$ cat config.mk
export PLATFORM = sky130hd
export DESIGN_NAME = pipe_stage_reg
export DESIGN_NICKNAME = d
export VERILOG_FILES = /design/src/rtl/pipe_pkg.sv /design/src/rtl/pipe_stage_reg_skid.sv /design/src/rtl/pipe_stage_reg.sv
export SDC_FILE = /design/constraint.sdc
export NUM_CORES = 1
export LEC_CHECK = 0
export ABC_AREA = 1
export BUFFER_PORTS_ARGS = -buffer_cell sky130_fd_sc_hd__clkbuf_2
export CAP_MARGIN = 20
export CORE_AREA = 2 2 159 161
export CTS_CLUSTER_SIZE = 12
export DETAILED_ROUTE_END_ITERATION = 6
export DIE_AREA = 0 0 161 163
export HOLD_SLACK_MARGIN = 0.05
export SETUP_SLACK_MARGIN = 0.02
export SLEW_MARGIN = 5
export SYNTH_ARGS = -nofsm -noshare
export SYNTH_HDL_FRONTEND = slang
export SYNTH_SLANG_ARGS = --single-unit
$ cat constraint.sdc
create_clock -name clk -period 1.25 [get_ports clk]
set_clock_uncertainty 0.1 [all_clocks]
set_input_delay 0.3125 -clock clk [delete_from_list [all_inputs] [get_ports clk]]
set_output_delay 0.3125 -clock clk [all_outputs]
set_load 0.01 [all_outputs]
$ cat src/rtl/pipe_pkg.sv
// pipe_pkg: shared field widths, control-vector layout and per-stage payload sizes for pipe_stage_reg.
package pipe_pkg;
  localparam int REG_ADDR_W = 5;
  localparam int XLEN = 32;
  localparam int ALUOP_W = 6;
  localparam int OPCODE_W = 6;
  localparam int CTRL_REGWRITE = 0;
  localparam int CTRL_MEMTOREG = 1;
  localparam int CTRL_JUMP = 2;
  localparam int CTRL_BRANCH = 3;
  localparam int CTRL_BRANCHNOT = 4;
  localparam int CTRL_MEMREAD = 5;
  localparam int CTRL_MEMWRITE = 6;
  localparam int CTRL_REGDST = 7;
  localparam int CTRL_ALUOP_LO = 8;
  localparam int CTRL_ALUSRC = CTRL_ALUOP_LO + ALUOP_W;
  localparam int CTRL_OPCODE_LO = CTRL_ALUSRC + 1;
  localparam int CTRL_W = CTRL_OPCODE_LO + OPCODE_W;
  localparam logic [CTRL_W-1:0] CTRL_NOP = '0;
  typedef enum logic [1:0] {STAGE_ID_EX, STAGE_EX_MEM, STAGE_MEM_WB} stage_e;
  localparam int ID_EX_DW = 5 * XLEN + 2 * REG_ADDR_W;
  localparam int ID_EX_CW = CTRL_W;
  localparam int EX_MEM_DW = 3 * XLEN + REG_ADDR_W;
  localparam int EX_MEM_CW = CTRL_REGDST;
  localparam int MEM_WB_DW = 2 * XLEN + REG_ADDR_W;
  localparam int MEM_WB_CW = CTRL_JUMP;
  function automatic int stage_dw(stage_e s);
    return s == STAGE_ID_EX ? ID_EX_DW : s == STAGE_EX_MEM ? EX_MEM_DW : MEM_WB_DW;
  endfunction
  function automatic int stage_cw(stage_e s);
    return s == STAGE_ID_EX ? ID_EX_CW : s == STAGE_EX_MEM ? EX_MEM_CW : MEM_WB_CW;
  endfunction
endpackage

$ cat src/rtl/pipe_stage_reg_skid.sv
// pipe_skid_buf: one-entry holding register with valid; ctrl is zeroed whenever the entry is emptied.
module pipe_skid_buf
  import pipe_pkg::*;
#(
  parameter int DW = ID_EX_DW,
  parameter int CW = ID_EX_CW
) (
  input  logic          clk,
  input  logic          reset,
  input  logic          clear,
  input  logic          load,
  input  logic [DW-1:0] in_data,
  input  logic [CW-1:0] in_ctrl,
  output logic          valid,
  output logic [DW-1:0] data,
  output logic [CW-1:0] ctrl
);
  always_ff @(posedge clk) begin
    if (reset) begin
      valid <= 1'b0;
      data <= '0;
      ctrl <= '0;
    end else if (clear) begin
      valid <= 1'b0;
      ctrl <= '0;
    end else if (load) begin
      valid <= 1'b1;
      data <= in_data;
      ctrl <= in_ctrl;
    end
  end
endmodule

$ cat src/rtl/pipe_stage_reg.sv
// pipe_stage_reg: valid/ready pipeline register with flush, hazard bubble and saturating stall counter.
// Define PIPE_STAGE_SKID_EN to add a skid entry that cuts the out_ready -> in_ready path.
module pipe_stage_reg
  import pipe_pkg::*;
#(
  parameter int DW = ID_EX_DW,
  parameter int CW = ID_EX_CW,
  parameter int CNT_W = 16
) (
  input  logic             clk,
  input  logic             reset,
  input  logic             in_valid,
  output logic             in_ready,
  input  logic [DW-1:0]    in_data,
  input  logic [CW-1:0]    in_ctrl,
  output logic             out_valid,
  input  logic             out_ready,
  output logic [DW-1:0]    out_data,
  output logic [CW-1:0]    out_ctrl,
  input  logic             flush,
  input  logic             bubble,
  output logic [CNT_W-1:0] stall_cnt
);
  logic          advance;
  logic          in_xfer;
  logic          src_valid;
  logic [DW-1:0] src_data;
  logic [CW-1:0] src_ctrl;
  assign advance = out_ready | ~out_valid;
  assign in_xfer = in_valid & in_ready;
`ifdef PIPE_STAGE_SKID_EN
  logic          skid_valid;
  logic [DW-1:0] skid_data;
  logic [CW-1:0] skid_ctrl;
  assign in_ready = ~skid_valid & ~bubble;
  pipe_skid_buf #(.DW(DW), .CW(CW)) u_skid (
    .clk(clk),
    .reset(reset),
    .clear(flush | (advance & skid_valid)),
    .load(in_xfer & ~advance & ~flush),
    .in_data(in_data),
    .in_ctrl(in_ctrl),
    .valid(skid_valid),
    .data(skid_data),
    .ctrl(skid_ctrl)
  );
  // The older skid beat always refills the main entry ahead of new input.
  assign src_valid = skid_valid | in_xfer;
  assign src_data = skid_valid ? skid_data : in_data;
  assign src_ctrl = skid_valid ? skid_ctrl : in_ctrl;
`else
  assign in_ready = flush | (~bubble & advance);
  assign src_valid = in_xfer;
  assign src_data = in_data;
  assign src_ctrl = in_ctrl;
`endif
  always_ff @(posedge clk) begin
    if (reset) begin
      out_valid <= 1'b0;
      out_data <= '0;
      out_ctrl <= CW'(CTRL_NOP);
    end else if (flush) begin
      out_valid <= 1'b0;
      out_ctrl <= CW'(CTRL_NOP);
    end else if (advance) begin
      out_valid <= src_valid;
      out_data <= src_valid ? src_data : out_data;
      out_ctrl <= src_valid ? src_ctrl : CW'(CTRL_NOP);
    end
  end
  always_ff @(posedge clk) begin
    if (reset) stall_cnt <= '0;
    else if (out_valid & ~out_ready & ~&stall_cnt) stall_cnt <= stall_cnt + 1'b1;
  end
endmodule

==> results of run 1 <==
final cells by class:
| cell class | instances | area, um2 | share of cell area, % |
|---|---|---|---|
| Multi-Input combinational cell | 680 | 3750 | 22.4 |
| Clock buffer | 32 | 702 | 4.19 |
| Timing Repair Buffer | 806 | 7240 | 43.2 |
| Clock inverter | 10 | 111 | 0.665 |
| Sequential cell | 208 | 4440 | 26.5 |
| Antenna cell | 1 | 2.50 | 0.0149 |
| Inverter | 19 | 96.3 | 0.575 |
| Tap cell | 330 | 413 | 2.46 |
cells by family after synthesis:
kind of cell | share of synthesized area (%)
fa+ha+maj | 0.160
compound gates | 13.5
simple gates | 26.5
flops | 53.3
buf+inv | 6.52
through the flow:
stage / std cells / setup slack (ns) / instance area [um2] / setup TNS, ns
global placement: 1751 / -0.415 / 11000 / -57.91
CTS: 2077 / -0.518 / 16400 / -102.06
floorplan: 989 / -0.0511 / 7940 / -6.75
detailed placement: 1751 / -0.478 / 11000 / -64.83
global route: 2085 / -0.565 / 16800 / -129.62
finish: 2086 / -0.525 / 16800 / -107.71
worst reg2reg max path: stages (launching register included):
cell and delay, ns:
dfxtp_2 0.35, nand2_4 0.06, buf_4 0.14, o211ai_4 0.10
inv_6 0.09, nand2_8 0.11, buf_12 0.14, buf_12 0.13
bufbuf_16 0.26, nand2_1 0.06, a21oi_1 0.17
power by group through the flow:
stage | Sequential, uW | Clock [uW] | Combinational, uW
2_1_floorplan | 7260 | 0 | 773
3_3_place_gp | 7150 | 0 | 1900
3_5_place_dp | 7160 | 0 | 1920
4_1_cts | 7070 | 7390 | 3200
5_1_grt | 7110 | 7680 | 3600
6_report | 7090 | 7270 | 3430
cell usage in the layout (no fill, tap or decap), drive strengths merged, types with 2 or more instances in the layout:
| master | count |
|---|---|
| clkbuf | 434 |
| nand2 | 220 |
| dfxtp | 208 |
| buf | 208 |
| dlygate4sd3 | 191 |
| nand3 | 185 |
| a21oi | 176 |
| nor2 | 75 |
| a22oi | 21 |
| inv | 18 |
| clkinv | 9 |
| bufbuf | 5 |
| bufinv | 2 |
timing repair:
item,in CTS,in global routing
gates resized for setup,407,62
setup endpoints to repair,416,416
pin swaps,38,7
hold buffers,191,0
gates cloned,25,0
endpoints found under the hold margin,191,0
setup buffers,68,8
sequential cells by signal, summed over array words and instances, names as in the netlist:
register,flops
stall_cnt,16
out_ctrl,21
out_data,170
out_valid,1
per-layer routing:
layer  part of all wire, %  track usage, %  up-vias
met5                     0               0        -
met4                   6.3            15.6        0
met3                   8.2            7.87      192
met2                    50            49.6      595
met1                    35            29.3     4920
li1                      -               -     4837
path summary, 6_finish.rpt:
kind	from	endpoint	slack [ns]	cells past startpoint
hold / removal	in_valid	out_valid$_SDFFE_PP0P_	0.12	4
hold reg to reg	out_data[123]$_SDFFE_PP0P_	out_data[123]$_SDFFE_PP0P_	0.35	2
setup / recovery	out_valid$_SDFFE_PP0P_	out_data[68]$_SDFFE_PP0P_	-0.53	10
setup reg to reg	out_valid$_SDFFE_PP0P_	out_data[68]$_SDFFE_PP0P_	-0.53	10
==> qor.yml, run 1 <==
grt_max_degree: 59
clock_path_buffers: 3
path_buf_inv: 5
p_sw_share_pct: 25.9
wl_um: 39100
gp_congestion: 0.838
cp_data_arrival_time_ns: 2.12
clkPwrFrac_pct: 40.9
drc: 0
power_density_mw_per_mm2: 1060
critPathKind: "reg -> reg"
p_sw_uw: 4610
die_h_um: 163
cp-end-kind: "register"
power.internal_uw: 13200
fp.dieW_um: 161
max_cap_viol_count: 0
ys_top_cells_by_count: "216 x nand2_1, 208 x dfxtp_1, 185 x nand3_1"
path_max_fanout: 5
slew_headroom_pct: 79.9
ant_nets: 0
overflow: 0
crit_top_cell: "buf_12"
cts_tree: "done"
drive_gt1_share_pct: 56.7
n_fill_cell: 1774
wl_per_cell_um: 18.8
fmax_mhz: 563
comb_power_share_pct: 19.3
finalNetCount: 1937
rsz0062_at_grt: "yes"
numCtsBuffers: 24
antenna_found_initial: 1
rows: 58
synth_top_area_share_pct: 53.3
drt-pass1-iter-count: 6
final-max-slew-violation-count: 0
cts_root_buf: "clkbuf_16"
power_frac_seq_pct: 39.8
syn-num-nets: 1187
vdd_drop_max_v: 0.000973
final.setup.worst_slack_ns: -0.525
min_period_ns: 1.78
hold_path.class: "in -> reg"
ios: 406
yosysSeqAreaShare_pct: 53.3
crit_family: "buffers and inverters"
clock-sinks: 208
synth-edff-count: 0
synth_top_area_cell: "dfxtp_1"
dieArea_mm2: 0.0262
critPathMaxStageDelay_ns: 0.35
viasPerCell: 5.05
netlist_area_mm2: 0.00781
ys.flop_type: "dfxtp_1"
startpoint_type: "register"
grt_pass1_vias: 10851
synthArstFlopShare_pct: 0
synthCells: 989
netlist_top_cells_area: "dfxtp_1 53%, nand3_1 12%, a21oi_1 11%"
hold_ws_ns: 0.121
violations: "negative setup slack"
port_buffers: 405
core_mm2: 0.0247
vias: 10544
htree_levels: 1
synth.most_common_cell: "nand2_1"
clk_latency_ns: 0.51
yosysWarnings: 0
critPathRequiredTime_ns: 1.59
setup_viol: 416
cts.clk_slew.worst_paths_ns: 0.06
status: "complete, but fails checks"
grtUsageTotal_pct: 27.7
areaGrowthSynthToFinish_pct: 115
finish.utilization_pct: 67.9
ys_ff_latch: 208
hold_violations: 0
synth.distinct_cells: 21
initial_core_util_pct: 31.6
period_share_pct: 142
avgSynthCellArea_um2: 7.89
path_cells: "nand2_4, buf_4, o211ai_4, inv_6, nand2_8, buf_12, buf_12, bufbuf_16, nand2_1, a21oi_1"
dp_hpwl_um: 20100
power_uw: 17800
drt_iter0_drc: 1040
p_leak_uw: 0.00732
slowest_stage: "dfxtp_2"
grt_pass1_wl_um: 58100
tightest_slew_ns: 0.301
Note: power is estimated with default switching activity, not from simulation.
==> run 2: changes to the inputs <==
- SYNTH_HIERARCHICAL: default -> 1
- clock period: 1.25 -> 2.3 ns (I/O delays scaled with it)
==> run 2 against run 1 <==
The run now ends clean. Clock power fell by 46%. Via count decreased by 24%. Non-clock buffer count decreased by 388. Synthesized area did not move. Total power fell by 51%. Global-route usage shrank 9.5 points. Critical path depth fell by 6. Worst hold slack gained 0.086 ns. Core utilization down 24 points. Final cell count is 19% lower. Design area fell by 35%. Setup slack improved by 0.77 ns. Critical path type is now reg -> out.
==> qor.yml, run 2 <==
cp-end-kind: "output pin"
synth_top_area_share_pct: 53.3
finalNetCount: 1549
netlist_area_mm2: 0.00781
ys_top_cells_by_count: "216 x nand2_1, 208 x dfxtp_1, 185 x nand3_1"
p_leak_uw: 0.00482
cp_data_arrival_time_ns: 1.38
status: "finished clean"
p_sw_share_pct: 24.4
grt_max_degree: 119
tightest_slew_ns: 0.561
holdBufCountCts: 0
fp.dieW_um: 161
top_layer: "met5"
setup-tns-final_ns: 0
dieArea_mm2: 0.0262
synthCells: 989
period_share_pct: 89.3
yosysSeqAreaShare_pct: 53.3
yosysWarnings: 6
overflow: 0
avgSynthCellArea_um2: 7.89
synth-edff-count: 0
mostFrequentLayoutCell: "clkbuf_2"
dr_wl_met2_um: 12300
timing.rr.end: "out_data[104]$_SDFFE_PP0P_"
drc: 0
rows: 58
final-max-slew-violation-count: 0
hold_path.class: "in -> reg"
cts_tree: "done"
power.internal_uw: 6530
gp_congestion: 0.814
port_buffers: 405
synthArstFlopShare_pct: 0
placedInstanceArea_mm2: 0.0100
dp_hpwl_um: 17300
synth.most_common_cell: "nand2_1"
vdd_drop_max_v: 0.000528
critPathKind: "reg -> out"
largest_reg_flops: 170
clock-sinks: 208
initial_core_util_pct: 31.6
slew_headroom_pct: 62.6
cts_resized: 0
hold_path_startpoint: "in_ctrl[16]"
wirelength_met1_um: 10800
viasPerCell: 4.74
ios: 406
clock_path_buffers: 3
synth.distinct_cells: 21
top_regs: "out_data: 170 flops, out_ctrl: 21 flops, stall_cnt: 16 flops"
reg2reg_slack_ns: 0.69
rsz0062_at_grt: "no"
power_density_mw_per_mm2: 797
areaGrowthSynthToFinish_pct: 39.0
startpoint_type: "register"
wl_met3_um: 1950
wl_um: 25800
clk_latency_ns: 0.52
vias: 8056
grt_pass1_vias: 7423
hold_end: "out_ctrl[16]$_SDFFE_PP0P_"
final_cell_mix: "404 x clkbuf_2, 216 x nand2_1, 208 x dfxtp_1, 185 x nand3_1, 176 x a21oi_1"
antenna_found_initial: 1
worstRegToRegCells: 6
n_fill_cell: 2540
cts.clk_slew.worst_paths_ns: 0.06
antenna_cells_inserted: 0
ys.flop_type: "dfxtp_1"
cts_root_buf: "clkbuf_16"
power_frac_seq_pct: 44.1
drt_iter0_drc: 529
grt_pass1_wl_um: 39400
reg2reg_from: "out_valid$_SDFFE_PP0P_"
critPathRequiredTime_ns: 1.62
fmax_mhz: 487
fin_area_mm2: 0.0108
max_cap_viol_count: 0
core_mm2: 0.0247
ys_ff_latch: 208
drive_gt1_share_pct: 34.2
post_cts_buffers: 0
min_period_ns: 2.05
syn-num-nets: 1187
hold_depth: 3
path_max_fanout: 7
synth_top_area_cell: "dfxtp_1"
clkPwrFrac_pct: 45.7
ant_nets: 0
hold_ws_ns: 0.207
comb_power_share_pct: 10.2
htree_levels: 1
hold_violations: 0
p_sw_uw: 2110
grtUsageTotal_pct: 18.2
wl_per_cell_um: 15.2
die_h_um: 163
numCtsBuffers: 24
netlist_top_cells_area: "dfxtp_1 53%, nand3_1 12%, a21oi_1 11%"
setup_viol: 0
drt-pass1-iter-count: 4
regMostFlops: "out_data"
==> run 2: cell count changes in the layout (fill, tap and decap cells not counted), sizes merged <==
cell | before | now
clkinvlp | 0 | 1
clkbuf | 434 | 441
bufbuf | 5 | 0
dlygate4sd3 | 191 | 0
diode | 1 | 0
buf | 208 | 14
clkinv | 9 | 4
==> run 2: power by group through the flow <==
stage | sequential (uW) | combinational [uW] | clock [uW]
final | 3810 | 882 | 3950
after CTS | 3810 | 893 | 4060
after global placement | 3890 | 885 | 0
after detailed placement | 3890 | 890 | 0
after floorplan | 3950 | 407 | 0
after global routing | 3830 | 973 | 4200
==> run 2: stage by stage <==
stage / utilization, % / setup slack [ns] / power [uW] / instances
after floorplan: - / 0.311 / 4360 / 989
after global placement: 40.6 / 0.362 / 4770 / 1655
final: 44.0 / 0.246 / 8650 / 1698
after global routing: 44.0 / 0.143 / 9000 / 1698
after CTS: 44.0 / 0.209 / 8760 / 1698
after detailed placement: 40.6 / 0.343 / 4780 / 1655
==> run 2: cells by family (layout without fill, tap and decap cells) <==
kind of cell | count (synthesis) | after routing | synth area share (%)
simple gates | 480 | 480 | 26.5
flops | 208 | 208 | 53.3
compound gates | 199 | 199 | 13.5
buf+inv | 101 | 480 | 6.52
fa+ha+maj | 1 | 1 | 0.160
==> run 2: area by class of cell <==
type                            count  area (um2)  area share [%]
Sequential cell                   208        4160            38.4
Clock buffer                       37         741            6.83
Inverter                           19        78.8           0.727
Multi-Input combinational cell    680        3140            28.9
Tap cell                          330         413            3.81
Timing Repair Buffer              418        2230            20.5
Clock inverter                      6        86.3           0.796
==> run 2: worst max path at each step <==
stage / start / to / cells after the start
2_1_floorplan: out_ready / in_ready / 5
3_3_place_gp: flush / out_data[158]$_SDFFE_PP0P_ / 7
3_5_place_dp: out_ready / out_data[104]$_SDFFE_PP0P_ / 8
4_1_cts: out_valid$_SDFFE_PP0P_ / in_ready / 4
5_1_grt: out_valid$_SDFFE_PP0P_ / in_ready / 4
6_report: out_valid$_SDFFE_PP0P_ / in_ready / 4
==> run 2: critical path, cell delays in order, from the launching register on <==
cell	delay, ns
dfxtp_1	0.34
nand2_4	0.12
inv_1	0.06
o21ai_0	0.19
clkbuf_2	0.17
==> run 2: per-layer routing <==
layer / global-route usage, % / up-vias
met1: 22.5 / 3662
met4: 6.66 / 2
met3: 4.53 / 56
met5: 0 / -
met2: 30.9 / 296
li1: - / 4040
